`src/rtl/spi_sram_responder.sv`:
```
// SPI mode-0 serial-SRAM responder (READ/WRITE/RDSR/WRSR, sequential) over an on-chip byte array, pins oversampled on HCLK.
// Pin edges act 3 HCLK after the pin, MISO within 4 HCLK of SCLK fall; no backpressure, the master paces everything (SCLK <= HCLK/8).
module spi_sram_responder #(
    parameter int          ADDR_W     = 8,
    parameter logic [7:0]  STATUS_VAL = 8'h40
) (
    input  logic HCLK,
    input  logic HRESET,
    input  logic SCLK,
    input  logic SSn,
    input  logic MOSI,
    output logic MISO,
    output logic MISO_oe,
    output logic wr_stb,
    output logic cmd_err
);

    localparam int DEPTH = 1 << ADDR_W;

    typedef enum logic [2:0] {
        ST_IDLE, ST_CMD, ST_ADDR, ST_RD, ST_WR, ST_RDSR, ST_WRSR, ST_IGNORE
    } state_t;

    state_t state_q, state_d;

    logic [7:0]        mem [0:DEPTH-1];
    logic              sclk_s1, sclk_s2, sclk_s3;
    logic              ssn_s1, ssn_s2, ssn_s3;
    logic              mosi_s1, mosi_s2;
    logic [1:0]        pipe_cnt;
    logic              armed;
    logic [2:0]        bit_cnt;
    logic              addr_byte;
    logic              is_rd;
    logic [7:0]        sh_in;
    logic [7:0]        sh_out;
    logic              miso_q;
    logic [ADDR_W-1:0] addr;
    logic              wr_stb_q, cmd_err_q, cmd_err_d;

    logic              sclk_rise, sclk_fall, ssn_fall, ssn_rise;
    logic              rise_act, fall_act, byte_done;
    logic [7:0]        byte_in;
    logic [ADDR_W-1:0] addr_nxt, addr_inc;
    logic              mem_we;

    assign sclk_rise = sclk_s2 & ~sclk_s3;
    assign sclk_fall = ~sclk_s2 & sclk_s3;
    assign ssn_fall  = ~ssn_s2 & ssn_s3;
    assign ssn_rise  = ssn_s2 & ~ssn_s3;
    assign rise_act  = sclk_rise & ~ssn_s2;
    assign fall_act  = sclk_fall & ~ssn_s2;
    assign byte_done = (bit_cnt == 3'd7);
    assign byte_in   = {sh_in[6:0], mosi_s2};
    assign addr_nxt  = {addr[ADDR_W-2:0], mosi_s2};
    assign addr_inc  = addr + ADDR_W'(1);
    assign mem_we    = ~HRESET && (state_q == ST_WR) && rise_act && byte_done;

    // Next state and command decode
    always_comb begin
        state_d   = state_q;
        cmd_err_d = 1'b0;
        if (ssn_rise) begin
            state_d = ST_IDLE;
        end else begin
            case (state_q)
                ST_IDLE: if (ssn_fall && armed) state_d = ST_CMD;
                ST_CMD: begin
                    if (rise_act && byte_done) begin
                        case (byte_in)
                            8'h03, 8'h02: state_d = ST_ADDR;
                            8'h05:        state_d = ST_RDSR;
                            8'h01:        state_d = ST_WRSR;
                            default: begin
                                state_d   = ST_IGNORE;
                                cmd_err_d = 1'b1;
                            end
                        endcase
                    end
                end
                ST_ADDR: if (rise_act && byte_done && addr_byte) state_d = is_rd ? ST_RD : ST_WR;
                default: state_d = state_q;
            endcase
        end
    end

    always_ff @(posedge HCLK) begin
        if (HRESET) state_q <= ST_IDLE;
        else        state_q <= state_d;
    end

    // After reset the SSn pin may still be low mid-frame; only a genuinely
    // observed high level re-arms frame detection.
    always_ff @(posedge HCLK) begin
        if (HRESET) begin
            sclk_s1  <= 1'b0; sclk_s2 <= 1'b0; sclk_s3 <= 1'b0;
            ssn_s1   <= 1'b1; ssn_s2  <= 1'b1; ssn_s3  <= 1'b1;
            mosi_s1  <= 1'b0; mosi_s2 <= 1'b0;
            pipe_cnt <= 2'd0;
            armed    <= 1'b0;
        end else begin
            sclk_s1 <= SCLK;    sclk_s2 <= sclk_s1; sclk_s3 <= sclk_s2;
            ssn_s1  <= SSn;     ssn_s2  <= ssn_s1;  ssn_s3  <= ssn_s2;
            mosi_s1 <= MOSI;    mosi_s2 <= mosi_s1;
            if (pipe_cnt != 2'd3) pipe_cnt <= pipe_cnt + 2'd1;
            if (pipe_cnt == 2'd3 && ssn_s2 && ssn_s3) armed <= 1'b1;
        end
    end

    always_ff @(posedge HCLK) begin
        if (HRESET) begin
            bit_cnt   <= 3'd0;
            addr_byte <= 1'b0;
            is_rd     <= 1'b0;
            sh_in     <= 8'h00;
            sh_out    <= 8'h00;
            miso_q    <= 1'b0;
            addr      <= '0;
            wr_stb_q  <= 1'b0;
            cmd_err_q <= 1'b0;
        end else begin
            wr_stb_q  <= 1'b0;
            cmd_err_q <= cmd_err_d;

            if (state_q == ST_IDLE)  bit_cnt <= 3'd0;
            else if (rise_act)       bit_cnt <= bit_cnt + 3'd1;

            if (state_q != ST_ADDR)            addr_byte <= 1'b0;
            else if (rise_act && byte_done)    addr_byte <= 1'b1;

            if (state_q != ST_IDLE && rise_act) sh_in <= byte_in;
            if (state_q == ST_IDLE)             miso_q <= 1'b0;

            case (state_q)
                ST_CMD: begin
                    if (rise_act && byte_done) begin
                        is_rd <= (byte_in == 8'h03);
                        if (byte_in == 8'h05) sh_out <= STATUS_VAL;
                    end
                end
                ST_ADDR: begin
                    if (rise_act) begin
                        addr <= addr_nxt;
                        if (byte_done && addr_byte && is_rd) sh_out <= mem[addr_nxt];
                    end
                end
                ST_RD: begin
                    if (rise_act && byte_done) begin
                        addr   <= addr_inc;
                        sh_out <= mem[addr_inc];
                    end else if (fall_act) begin
                        miso_q <= sh_out[7];
                        sh_out <= {sh_out[6:0], 1'b0};
                    end
                end
                ST_RDSR: begin
                    if (rise_act && byte_done) begin
                        sh_out <= STATUS_VAL;
                    end else if (fall_act) begin
                        miso_q <= sh_out[7];
                        sh_out <= {sh_out[6:0], 1'b0};
                    end
                end
                ST_WR: begin
                    if (rise_act && byte_done) begin
                        addr     <= addr_inc;
                        wr_stb_q <= 1'b1;
                    end
                end
                default: ;
            endcase
        end
    end

    // Array contents deliberately survive HRESET
    always_ff @(posedge HCLK) begin
        if (mem_we) mem[addr] <= byte_in;
    end

    assign MISO_oe = (state_q == ST_RD) || (state_q == ST_RDSR);
    assign MISO    = MISO_oe & miso_q;
    assign wr_stb  = wr_stb_q;
    assign cmd_err = cmd_err_q;

endmodule

```
`config.mk`:
```
export PLATFORM = sky130hd
export DESIGN_NAME = spi_sram_responder
export DESIGN_NICKNAME = d
export VERILOG_FILES = /design/src/rtl/spi_sram_responder.sv
export SDC_FILE = /design/constraint.sdc
export NUM_CORES = 2
export LEC_CHECK = 0
export CELL_PAD_IN_SITES_DETAIL_PLACEMENT = 1
export CELL_PAD_IN_SITES_GLOBAL_PLACEMENT = 2
export CORE_MARGIN = 2
export CORE_UTILIZATION = 30
export CTS_BUF_LIST = sky130_fd_sc_hd__clkbuf_4
export DETAILED_ROUTE_END_ITERATION = 12
export MAX_ROUTING_LAYER = met4
export PLACE_DENSITY_LB_ADDON = 0.2
export SLEW_MARGIN = 20
export SYNTH_ARGS = -nofsm -noshare
export SYNTH_HDL_FRONTEND = slang
export SYNTH_SLANG_ARGS = --single-unit
```
`constraint.sdc`:
```
create_clock -name HCLK -period 6.7 [get_ports HCLK]
set_input_delay 1.005 -clock HCLK [delete_from_list [all_inputs] [get_ports HCLK]]
set_output_delay 1.005 -clock HCLK [all_outputs]
set_load 0.05 [all_outputs]
```
* Yosys cells after proc, flatten, opt, wreduce, memory -nomap -nowiden
Memories as Yosys holds them, arrays and structs flattened. Cells that the tools add are included.
Operators by class: add/sub/neg operators 3, equal/unequal tests 20, muxes and demuxes 25, bitwise logic cells 15, reduce and logical (&&, ||, !) cells 30
Operator list (number):
- 8-bit 2-to-1 mux | 9
- 8-bit one-hot mux with 4 select lines | 1
- 3-bit one-hot mux with 3 select lines | 2
- 8-bit by 2-bit equality test with 1-bit output (second input constant) | 2
- 8-bit one-hot mux with 2 select lines | 1
- 2-bit != test (second input constant) | 7
- 2-bit OR reduction | 7
- 3-bit 2-to-1 mux | 4
- 1-bit logical AND | 11
- 3-bit equality test (second input constant) | 3
- 8-bit by 1-bit adder with 8-bit output (second input constant) | 1
- 8-bit by 1-bit equality test with 1-bit output (second input constant) | 1
- 8-bit by 3-bit equality test with 1-bit output (second input constant) | 1
- 1-bit 2-to-1 mux | 8
- 1-bit NOT | 8
- 4-bit OR reduction | 2
- 1-bit bitwise AND | 7
- 3-bit by 2-bit equality test with 1-bit output (second input constant) | 2
- 3-bit nonzero test | 2
- 5-bit AND reduction | 1
- 4-bit AND reduction | 1
- 4-bit nonzero test | 1
- 3-bit by 1-bit adder with 3-bit output (second input constant) | 1
- 3-bit by 1-bit equality test with 1-bit output (second input constant) | 1
- 9 further kinds | 9
Storage, ports and cells: register bits 45, memory bits (writable) 2048, input bits 5, output and inout bits 4, logic and storage cells 114, memories 1
Memories:
- mem | words 256, width 8, rd ports 2, clocked after memory_dff 0, write ports 1, RTL line 26 | logic [7:0] mem [0:DEPTH-1];

* Depth between registers and ports, before layout
depth after elaboration 7, gate-level depth with buffers 23, depth with buffers taken out 10

* Worst setup path before layout
Ideal clock, no wire load.
kind reg-to-reg, start register mosi_s2, end register sh_out[2], arrival time 6.121 ns, required time 6.565 ns, slack 0.444 ns, cell stages (with the launch flop) 13, path buffers 5, cells stage by stage dfxtp_1 > buf_4 > buf_2 > buf_2 > clkbuf_1 > buf_1 > mux4_2 > nand3_1 > o2111ai_1 > o221ai_1 > o311ai_0 > o2111ai_1 > o221ai_1
On the way: cells in the longest elaborated chain, start to end 4
Ends and longest elaborated chain:
- from (decl) | RTL line 29 | logic mosi_s1, mosi_s2;
- from (signal assigned) | RTL line 98 | mosi_s1 <= 1'b0; mosi_s2 <= 1'b0;
- from (signal assigned) | RTL line 104 | mosi_s1 <= MOSI; mosi_s2 <= mosi_s1;
- memory 256 x 8 bit
- 8-bit 2-to-1 mux | RTL line 144 | if (byte_done && addr_byte && is_rd) sh_out <= mem[addr_nxt];
- 8-bit 2-to-1 mux | RTL line 142 | if (rise_act) begin
- 8-bit one-hot mux with 4 select lines | RTL line 134 | case (state_q)
- to (signal assigned) | RTL line 144
- to (signal assigned) | RTL line 150 | sh_out <= mem[addr_inc];
- to (signal assigned) | RTL line 153 | sh_out <= {sh_out[6:0], 1'b0};
- to (decl) | RTL line 36 | logic [7:0] sh_out;
Several ways; a longest one is shown, not always the timed one. The select of a mux whose other input is x is not followed. A chain may end at the register's enable or synchronous reset.

* Worst setup path after layout
start register addr[0], end register sh_out[4]
On the way: cells in the longest elaborated chain, start to end 4
Ends and longest elaborated chain:
- from (decl) | RTL line 38 | logic [ADDR_W-1:0] addr;
- from (signal assigned) | RTL line 143 | addr <= addr_nxt;
- from (signal assigned) | RTL line 149 | addr <= addr_inc;
- from (signal assigned) | RTL line 166 | addr <= addr_inc;
- 8-bit by 1-bit adder with 8-bit output or memory 256 x 8 bit (tied branches)
- memory 256 x 8 bit (*)
- 8-bit 2-to-1 mux (on tied branches) | RTL line 148, 142
- 8-bit one-hot mux with 4 select lines (*) | RTL line 134
Every way passes the cells marked *; elsewhere a longest branch is shown, timed or not. The select of a mux whose other input is x is not followed.

==> out/qor.csv <==
stage;metric;value;unit
run_status;status;complete, no violations;
synthesis;Post-synth EDFFs;2048;
clocking;clock sink count;2093;
die;die area;335000;µm²
clocking;PostCTS Resize Cnt;0;
global_routing;total grt overflow;0;
routing;DRC;0;
synthesis;share of flip-flops with an asynchronous set or reset;0;
synthesis;Yosys Warn Count;0;
critical_path;CP Data Required Time;8.10;ns
global_routing;gr usage total;0.237;
synthesis;Cells after Synth;5461;
timing;Relative slew margins;0.181;
timing;Slew @ Worst Pin;1.22;ns
timing;Tmin final;4.96;ns
routing;first-pass detailed-route iteration total;5;
placement;GPL Wtd Cong;0.863;
critical_path;CP arrival;6.36;ns
critical_path;critical path startpoint category;flip-flop;
routing;initial drt markers;6938;
min_path;Hold WC Path Type;reg -> reg;
timing;Final Hold Viols;0;
clocking;cts bufs inserted;598;
timing;crit share post-route;0.741;
routing;DR WL/cell;36.2;µm
routing;final wirelength;389000;µm
synthesis;count of cell types in the netlist;71;
finish;Final Non-Filler Cells;10800;
timing;FMAX;202;MHz
timing;Fin Hold WS;0.436;ns
critical_path;CP cell instances;inv_1, ha_4, buf_12, buf_4, mux4_2, mux4_2, mux4_2, o21ai_0, nand4_1;
timing;endpoints failing setup;0;
die;row count;211;
finish;Area growth, synth to finish;14.1;%
synthesis;register area share after synthesis;0.629;
global_routing;initial antenna violation count;30;
clocking;Longest Clk Path Bufs;4;
finish;post-layout util;0.343;
critical_path;Critical Path Fanout Max;47;
clocking;TritonCTS clock tree;built;
routing;ANT nets after route;0;
clocking;post-CTS setup buffers;0;
flow_run;Max-Cap Viols;0;
clocking;Clk Latency, worst-skew pair;1.56;ns
critical_path;Slowest-stage cell, CP;ha_4;
timing;post-route setup TNS;0;ns
synthesis;Mapped Nets;5473;
global_routing;largest net degree at the start of global routing;137;
placement;dpl hpwl;249000;µm
timing;fin. max-slew vios;0;
critical_path;Most common cell on crit path;mux4_2;
die;io pins;9;
timing;Fin Clk Skew;0.120;ns
power_and_ir_drop;Power Dens Cells;235;nW/µm²
die;Die H;579;µm
critical_path;crit path capture type;flip-flop;
finish;layout cells sized above 1;0.363;
routing;vias per std cell;5.69;
power_and_ir_drop;Peak VDD IR;0.152;mV
routing;routed vias;61200;
power_and_ir_drop;Leak;34.1;nW
clocking;H-tree levels;6;
die;area of the core;330000;µm²
timing;unrepaired setup endpoints after global routing;no;
die;Die W;579;µm
clocking;CTS root buffer;clkbuf_4;
synthesis;Main synth FF type;edfxtp_1;
synthesis;syn_area_per_cell;18.2;µm²
clocking;Worst-path clk slew;0.08;ns
global_routing;first-pass GRT wire length;534000;µm
finish;nets;5961;
die;initial core utilization;0.301;
critical_path;CP peak stage delay;0.81;ns
power_and_ir_drop;Pwr Total;0.0266;W
placement;port bufs;8;
clocking;cts hold-fix bufs;4;
global_routing;vias in the first global route;64000;
synthesis;Yosys reg bits;2093;
synthesis;Mapped Area;99200;µm²
placement;placed cell count;9711;
critical_path;Setup CP Type;reg -> reg;
-- flip-flops by register name, indices dropped and copies added (netlist names), 2 cells and up --
register	count
sh_out	8
bit_cnt	3
mem	2048
sh_in	7
pipe_cnt	2
addr	8
state_q	3
-- metrics by stage --
stage               setup WS, ns  instance area (µm²)
finish                      1.74               113000
global route                1.74               113000
CTS                         1.79               113000
detailed placement          1.84               106000
global placement            1.73               105000
floorplan                  0.444                99200
-- metal layers --
layer  up-vias  global-route usage  share of wire
li1      24400                   -              -
met1     33500               0.311           0.42
met2      2577               0.371           0.47
met3       639              0.0425          0.068
met4         0              0.0790          0.033
met5         -                   -              0
-- where the power goes --
part / switching [W] / internal, W / total (W)
Combinational: 0.000167 / 0.0000823 / 0.000249
Sequential: 0.00000850 / 0.0142 / 0.0142
Clock: 0.00586 / 0.00634 / 0.0122
Total: 0.00603 / 0.0206 / 0.0266
-- cell families (layout without fill, tap and decap cells) --
kind of cell    after synthesis  count (layout)  share of synthesized area
mux                        1423            1423                      0.264
simple gates                912             912                     0.0396
fa+ha+maj                     7               7                   0.000883
compound gates              570             570                     0.0404
flops                      2093            2093                      0.629
buf+inv                     441            1356                     0.0250
other cells                   0              15                          0
xor+xnor                     15              15                    0.00140
-- synthesized netlist by cell type (10+ instances only) --
cell,n,area (µm²)
buf_2,59,295
edfxtp_1,2048,61500
mux2_2,25,282
nand4_1,34,213
and3_1,10,62.6
o21ai_0,66,330
nand2_1,253,950
a21oi_1,78,390
nand3_1,128,641
nor2_1,386,1450
o2111ai_1,17,149
buf_6,58,653
nor3_1,37,185
a311oi_1,16,140
a31oi_1,17,106
a211oi_1,25,188
clkbuf_1,199,747
a221oi_1,20,175
o22ai_1,35,219
buf_1,42,158
a22o_1,30,263
o211ai_1,27,203
buf_4,68,510
mux2i_1,445,4450
nor2b_1,13,81.3
dfxtp_1,45,901
mux4_2,952,21400
a22oi_1,181,1360
-- final timing paths --
path | start | end | slack (ns) | cells after the start
setup / recovery | addr[0] | sh_out[4] | 1.74 | 9
hold / removal | mosi_s1 | mosi_s2 | 0.44 | 1
setup reg to reg | addr[0] | sh_out[4] | 1.74 | 9
hold reg to reg | mosi_s1 | mosi_s2 | 0.44 | 1
-- cell type report --
| cell class | instances | area [µm²] |
|---|---|---|
| fill | 33300 | 217000 |
| sequential | 2093 | 62400 |
| multi-input combinational | 2927 | 34800 |
| clock buffer | 839 | 6300 |
| tap | 4366 | 5460 |
| timing repair buffer | 319 | 2940 |
| clock inverter | 188 | 1220 |
| inverter | 10 | 42.5 |
| antenna | 15 | 37.5 |
-- placed cells by master (no fill, tap or decap), types with 54 or more instances in the layout --
cell and instances:
a21oi_1 78, a22oi_1 181, buf_4 265, clkbuf_4 839
clkinv_1 118, edfxtp_1 2048, mux2i_1 445, mux4_2 952
nand2_1 242, nand3_1 122, nor2_1 330, nor2_2 54
o21ai_0 66
-- critical path, delay by kind of cell, from the launching register on --
family          cells  cell delay [ns]
flops               1             0.80
mux                 3             1.46
compound gates      1             0.56
buf+inv             3             0.88
simple gates        1             0.15
fa+ha+maj           1             0.81
Note: power is estimated with default switching activity, not from simulation.
